### src/rtl/pipe_ctrl_n_if.sv
// Handshake bundle between the pipeline datapath and the hazard controller.
// The slave modport is the controller's view; master is the datapath/bench view.
interface pipe_ctrl_n_if #(
    parameter int unsigned STAGES = 5,
    parameter int unsigned IDX_W  = $clog2(STAGES),
    parameter int unsigned CNT_W  = 32
);
    logic [STAGES-1:0] stall_req;
    logic              flush_req;
    logic [IDX_W-1:0]  flush_idx;
    logic              drain_req;
    logic              pc_stall;
    logic              redirect;
    logic [STAGES-2:0] stall;
    logic [STAGES-2:0] bubble;
    logic [STAGES-2:0] vld;
    logic              drained;
    logic [CNT_W-1:0]  stall_cycles;
    logic [CNT_W-1:0]  flush_count;

    modport master (
        output stall_req, flush_req, flush_idx, drain_req,
        input  pc_stall, redirect, stall, bubble, vld, drained,
               stall_cycles, flush_count
    );

    modport slave (
        input  stall_req, flush_req, flush_idx, drain_req,
        output pc_stall, redirect, stall, bubble, vld, drained,
               stall_cycles, flush_count
    );
endinterface

### src/rtl/pipe_ctrl_n.sv
// pipe_ctrl_n: parametrised pipeline hazard controller.
// Turns per-stage stall requests and a redirect into per-register hold/bubble
// controls, tracks per-register valid bits and drains the pipe on request.
// Performance counters are built only when PIPE_CTRL_PERF_EN is defined.
module pipe_ctrl_n #(
    parameter int unsigned STAGES = 5,
    parameter int unsigned IDX_W  = $clog2(STAGES),
    parameter int unsigned CNT_W  = 32
) (
    input  logic         clk,
    input  logic         rst,
    pipe_ctrl_n_if.slave bus
);
    localparam int unsigned NREG = STAGES - 1;

    typedef enum logic [1:0] {
        ST_IDLE,
        ST_DRAIN,
        ST_HALTED
    } state_t;

    state_t           r_state;
    state_t           w_state_nxt;
    logic [NREG-1:0]  r_vld;
    logic [NREG-1:0]  w_vld_nxt;
    logic [IDX_W-1:0] w_hi;
    logic             w_any_stall;
    logic             w_flush_acc;
    logic             w_draining;
    logic             w_fetch_en;
    logic [NREG-1:0]  w_stall_rule;
    logic [NREG-1:0]  w_bubble;
    logic [NREG-1:0]  w_stall;
    logic [NREG-1:0]  w_src;
    logic             w_pc_stall;
    logic             w_redirect;

    assign w_any_stall = |bus.stall_req;
    assign w_flush_acc = bus.flush_req && (bus.flush_idx != '0) &&
                         (32'(bus.flush_idx) < STAGES);

    // Drain gating starts in the cycle drain_req is first seen (PC held, register 0
    // bubbled) so the pipe empties within STAGES cycles without losing a fetch.
    assign w_draining  = (r_state == ST_DRAIN) || ((r_state == ST_IDLE) && bus.drain_req);
    assign w_fetch_en  = (r_state == ST_IDLE) && !bus.drain_req;

    // Locate the oldest (highest-index) stalled stage; later hits overwrite earlier ones.
    always_comb begin
        w_hi = '0;
        for (int unsigned i = 0; i < STAGES; i++) begin
            if (bus.stall_req[i]) begin
                w_hi = IDX_W'(i);
            end
        end
    end

    // Per-register hold/bubble: bubble beats stall; reset forces a bubble everywhere.
    always_comb begin
        w_stall_rule = '0;
        w_bubble     = '0;
        for (int unsigned j = 0; j < NREG; j++) begin
            w_stall_rule[j] = w_any_stall && (IDX_W'(j) < w_hi);
            w_bubble[j]     = (w_any_stall && (IDX_W'(j) == w_hi)) ||
                              (w_flush_acc && (IDX_W'(j) < bus.flush_idx));
        end
        if ((r_state == ST_HALTED) || (w_draining && !w_stall_rule[0])) begin
            w_bubble[0] = 1'b1;
        end
        w_stall    = w_stall_rule & ~w_bubble;
        w_pc_stall = w_any_stall || w_draining || (r_state == ST_HALTED);
        w_redirect = w_flush_acc;
        if (rst) begin
            w_stall    = '0;
            w_bubble   = '1;
            w_pc_stall = 1'b1;
            w_redirect = 1'b0;
        end
    end

    assign w_src = {r_vld[NREG-2:0], ~bus.stall_req[0] & w_fetch_en};

    // Valid bits follow the same bubble > stall > advance priority as the data registers.
    always_comb begin
        w_vld_nxt = '0;
        for (int unsigned j = 0; j < NREG; j++) begin
            if (w_bubble[j]) begin
                w_vld_nxt[j] = 1'b0;
            end else if (w_stall[j]) begin
                w_vld_nxt[j] = r_vld[j];
            end else begin
                w_vld_nxt[j] = w_src[j];
            end
        end
    end

    // Drain FSM next state; a redirect never changes the drain state.
    always_comb begin
        w_state_nxt = r_state;
        case (r_state)
            ST_IDLE: begin
                if (bus.drain_req) w_state_nxt = ST_DRAIN;
            end
            ST_DRAIN: begin
                if (!bus.drain_req) begin
                    w_state_nxt = ST_IDLE;
                end else if ((r_vld == '0) && (bus.stall_req == '0)) begin
                    w_state_nxt = ST_HALTED;
                end
            end
            ST_HALTED: begin
                if (!bus.drain_req) w_state_nxt = ST_IDLE;
            end
            default: w_state_nxt = ST_IDLE;
        endcase
    end

    // State and valid registers.
    always_ff @(posedge clk) begin
        if (rst) begin
            r_state <= ST_IDLE;
            r_vld   <= '0;
        end else begin
            r_state <= w_state_nxt;
            r_vld   <= w_vld_nxt;
        end
    end

`ifdef PIPE_CTRL_PERF_EN
    logic [CNT_W-1:0] r_stall_cycles;
    logic [CNT_W-1:0] r_flush_count;

    // Free-running, wrapping performance counters.
    always_ff @(posedge clk) begin
        if (rst) begin
            r_stall_cycles <= '0;
            r_flush_count  <= '0;
        end else begin
            if (w_any_stall) r_stall_cycles <= r_stall_cycles + CNT_W'(1);
            if (w_flush_acc) r_flush_count  <= r_flush_count + CNT_W'(1);
        end
    end

    assign bus.stall_cycles = r_stall_cycles;
    assign bus.flush_count  = r_flush_count;
`else
    assign bus.stall_cycles = '0;
    assign bus.flush_count  = '0;
`endif

    assign bus.stall    = w_stall;
    assign bus.bubble   = w_bubble;
    assign bus.pc_stall = w_pc_stall;
    assign bus.redirect = w_redirect;
    assign bus.vld      = r_vld;
    assign bus.drained  = (r_state == ST_HALTED);
endmodule

### src/flat_wrapper.sv
// flat-port wrapper written by rule: the top's interface ports become plain ports
module pipe_ctrl_n_flat 
#(
    parameter int unsigned STAGES = 5,
    parameter int unsigned IDX_W  = $clog2(STAGES),
    parameter int unsigned CNT_W  = 32
)
  (clk, rst, bus_stall_req, bus_flush_req, bus_flush_idx, bus_drain_req, bus_pc_stall, bus_redirect, bus_stall, bus_bubble, bus_vld, bus_drained, bus_stall_cycles, bus_flush_count);
  pipe_ctrl_n_if #(.STAGES(STAGES), .IDX_W(IDX_W), .CNT_W(CNT_W)) bus_i ();
  input  logic clk;
  input  logic rst;
  input wire logic [$bits(bus_i.stall_req)-1:0] bus_stall_req;
  input wire logic [$bits(bus_i.flush_req)-1:0] bus_flush_req;
  input wire logic [$bits(bus_i.flush_idx)-1:0] bus_flush_idx;
  input wire logic [$bits(bus_i.drain_req)-1:0] bus_drain_req;
  output wire logic [$bits(bus_i.pc_stall)-1:0] bus_pc_stall;
  output wire logic [$bits(bus_i.redirect)-1:0] bus_redirect;
  output wire logic [$bits(bus_i.stall)-1:0] bus_stall;
  output wire logic [$bits(bus_i.bubble)-1:0] bus_bubble;
  output wire logic [$bits(bus_i.vld)-1:0] bus_vld;
  output wire logic [$bits(bus_i.drained)-1:0] bus_drained;
  output wire logic [$bits(bus_i.stall_cycles)-1:0] bus_stall_cycles;
  output wire logic [$bits(bus_i.flush_count)-1:0] bus_flush_count;
  assign bus_i.stall_req = bus_stall_req;
  assign bus_i.flush_req = bus_flush_req;
  assign bus_i.flush_idx = bus_flush_idx;
  assign bus_i.drain_req = bus_drain_req;
  assign bus_pc_stall = bus_i.pc_stall;
  assign bus_redirect = bus_i.redirect;
  assign bus_stall = bus_i.stall;
  assign bus_bubble = bus_i.bubble;
  assign bus_vld = bus_i.vld;
  assign bus_drained = bus_i.drained;
  assign bus_stall_cycles = bus_i.stall_cycles;
  assign bus_flush_count = bus_i.flush_count;
  pipe_ctrl_n #(.STAGES(STAGES), .IDX_W(IDX_W), .CNT_W(CNT_W)) u_core (.clk(clk), .rst(rst), .bus(bus_i));
endmodule
### config.mk
export PLATFORM = sky130hd
export DESIGN_NAME = pipe_ctrl_n_flat
export DESIGN_NICKNAME = d
export VERILOG_FILES = /design/src/rtl/pipe_ctrl_n_if.sv /design/src/rtl/pipe_ctrl_n.sv /design/src/flat_wrapper.sv
export SDC_FILE = /design/constraint.sdc
export NUM_CORES = 1
export LEC_CHECK = 0
export CORE_MARGIN = 1
export CORE_UTILIZATION = 33
export CTS_CLUSTER_DIAMETER = 40
export DETAILED_ROUTE_END_ITERATION = 10
export PLACE_DENSITY_LB_ADDON = 0.3
export SLEW_MARGIN = 20
export SYNTH_ARGS = -nofsm -noshare
export SYNTH_HDL_FRONTEND = slang
export SYNTH_SLANG_ARGS = --single-unit
### constraint.sdc
create_clock -name clk -period 2 [get_ports clk]
set_input_delay 0.4 -clock clk [delete_from_list [all_inputs] [get_ports clk]]
set_output_delay 0.4 -clock clk [all_outputs]
set_load 0.005 [all_outputs]
==> summary.md <==
| Metric | Value |
|---|---|
| Core area | `2734 sq um` |
| Final wirelength | `1715 um` |
| H-tree levels | `1` |
| Post-synthesis xor/xnor area fraction | `0` |
| Die span in y | `55.65 um` |
| Final-stage net count | `182` |
| Pwr dens | `333.6 nW/um^2` |
| Max Cap Viol | `0` |
| Largest net degree at the start of global routing | `6` |
| Grt ovf | `0` |
| Pre-CTS setup slack | `-588.8 ps` |
| Main synth FF type | `dfxtp_1` |
| Layout Skew | `1.175 ps` |
| CP arrival | `1550 ps` |
| Fraction of the yosys area taken by sequential cells | `0.1265` |
| Post-Synth Adder-Cell Area | `0` |
| DRC | `0` |
| Most common cell after layout, fill and taps aside | `conb_1` |
| Crit. End Element | `output pin` |
| HPWL Detailed | `1383 um` |
| Multiplexer share of the synthesized area | `0.02108` |
| All-Layer GR Usage | `0.1098` |
| Critical path peak fanout | `3` |
| Top cell type's share of synthesized area | `0.5296` |
| WHS | `494.8 ps` |
| Routed WL per cell | `8.618 um` |
| FILL cells | `302` |
| Reg-to-reg critical path endpoint | `u_core.r_state[0]$_SDFFE_PP0P_` |
| Via density per instance | `3.774` |
| Crit path launch type | `input pin` |
| Post-CTS Hold Buffers | `0` |
| Critical path destination | `bus_stall[2]` |
| Compound-Gate Fraction of Synth Area | `0.1014` |
| First-pass GRT wire length | `2663 um` |
| Diode count | `0` |
| CTS tree | `done` |
| Synth Instances | `125` |
| Post-synth ARST share | `0` |
| Fmax | `0.5138 GHz` |
| Tot Pwr | `0.3794 mW` |
| Distinct cell type count after synthesis | `31` |
| Final min period | `1946 ps` |
| EDFF count, synth | `0` |
| CTS Buf Count | `3` |
| Top cell type by total area after synthesis | `buf_4` |
| Clock-pin slew on the worst setup and hold paths | `50 ps` |
| Final Hold Fails | `0` |
| Crit Path Category | `input pin to output pin` |
| Setup tns final | `0 ps` |
| DR pass1 iterations | `4` |
| Area grow syn2layout | `19.76%` |
| Simple-gate share of the synthesized area | `0.1976` |
| Port Buffer Count | `26` |
| Vias in the first global route | `611` |
| Post-Synthesis Cell Area | `949.7 sq um` |
| Drt initial violations | `20` |
| Status | `complete, no violations` |
| Crit path launch | `bus_flush_idx[2]` |
| Syn_area_per_cell | `7.597 sq um` |
| Final Cycle Share | `0.9731` |
| I/O pin cnt | `91` |
| Placed Instances | `190` |
| Fin. max-slew vios | `0` |
| Routed vias | `751` |
| Initial antenna violation count | `0` |
| Peak supply drop | `0.2264 mV` |
| Num Clock Sinks | `6` |
| Worst-Skew Late Latency | `240 ps` |
| Pleak | `0.6050 nW` |
| Final worst setup slack | `53.71 ps` |
| FP Rows | `19` |
| Most frequent cells in the layout | `64 x conb_1, 18 x buf_4, 9 x nor2_1` |
| Initial Util | `0.3474` |
| Share of post-route cells with drive strength above 1 | `0.2202` |
| Yosys warns | `0` |
| Post-route insts no fill | `199` |
| Yosys reg bits | `6` |
| Top cells by area, synth | `buf_4 53%, dfxtp_1 13%, nor2_1 3.6%` |
| Final setup fails | `0` |
| Final ANT Viol Nets | `0` |
| CTS max path bufs | `2` |
| Clk Tree Root Cell | `clkbuf_4` |
| R2R depth | `3` |
| Hold Path Class | `flop to flop` |
| RR Startpoint | `u_core.bus.vld[1]$_SDFFE_PP0N_` |
| Largest family of logic cells by synthesized area | `buffers and inverters` |
| Placer Congestion | `0.6926` |
| Chip Width | `55.65 um` |
| Critical Path RT | `1600 ps` |
| DIE AREA | `3096 sq um` |
| FF-to-FF setup slack | `800 ps` |
critical path, cell delays in order:
cell	delay [ps]
clkdlybuf4s15_2	180
buf_4	140
nand2b_4	140
o211ai_1	250
buf_4	160
nor2_1	30
dlygate4sd2_1	260
per-stage QoR:
stage / utilization / instance area (sq um)
final: 0.4160 / 1137
after global routing: 0.4160 / 1137
after CTS: 0.4142 / 1132
after detailed placement: 0.3922 / 1072
after global placement: 0.3922 / 1072
after floorplan: - / 1186
state kept, by name (all words and copies together) (netlist names):
| name | cells |
|---|---|
| u_core.r_state | 2 |
| u_core.bus.vld | 4 |
cell families after synthesis:
kind of cell,after synthesis
buffers and inverters,72
AND/OR/NAND/NOR,30
AO/OA/AOI/OAI,14
flip-flops,6
multiplexers,2
other,1
how the worst min path moves through the flow:
stage	start	endpoint	slack (ps)	depth (start not counted)
2_1_floorplan	u_core.bus.vld[2]$_SDFFE_PP0N_	u_core.bus.vld[2]$_SDFFE_PP0N_	470	2
3_3_place_gp	u_core.bus.vld[2]$_SDFFE_PP0N_	u_core.bus.vld[2]$_SDFFE_PP0N_	490	2
3_5_place_dp	u_core.bus.vld[2]$_SDFFE_PP0N_	u_core.bus.vld[2]$_SDFFE_PP0N_	500	2
4_1_cts	u_core.bus.vld[2]$_SDFFE_PP0N_	u_core.bus.vld[2]$_SDFFE_PP0N_	500	2
5_1_grt	u_core.bus.vld[2]$_SDFFE_PP0N_	u_core.bus.vld[2]$_SDFFE_PP0N_	520	2
6_report	u_core.bus.vld[2]$_SDFFE_PP0N_	u_core.bus.vld[2]$_SDFFE_PP0N_	490	2
synthesized netlist by cell type, types with 2 or more instances:
| cell type | count |
|---|---|
| mux2i_1 | 2 |
| nand2b_1 | 3 |
| nor2_1 | 9 |
| o21ai_0 | 2 |
| a21o_1 | 2 |
| nor2b_1 | 2 |
| buf_4 | 67 |
| dfxtp_1 | 6 |
| or2_2 | 2 |
| nand2_1 | 2 |
| a21oi_1 | 4 |
| inv_1 | 5 |
per-layer routing:
layer,vias to the layer above,track usage,share of wire
met5,-,0,0
met3,2,0.04651,0.11
met1,328,0.1198,0.39
met4,0,0.04286,0.0035
met2,54,0.1876,0.50
li1,367,-,-
where the power goes:
part	internal, mW	switching, mW
clock	0.0679	0.0436
combinational	0.0700	0.0756
sequential	0.121	0.00104
total	0.259	0.120
area by class of cell:
| type | instances | area [sq um] | area share |
|---|---|---|---|
| clock buffers | 3 | 22.52 | 0.01980 |
| inverters | 5 | 18.77 | 0.01650 |
| multi-input cells | 110 | 578.1 | 0.5083 |
| flip-flops and latches | 6 | 120.1 | 0.1056 |
| well taps | 31 | 38.79 | 0.03410 |
| repair buffers | 44 | 359.1 | 0.3157 |
repair_timing:
item / in CTS / in global routing
resized for setup: 38 / 7
setup endpoints to repair: 10 / 5
buffers inserted: 4 / 2
pin swaps: 5 / 3
No activity file was read; power rests on OpenSTA's default activity.
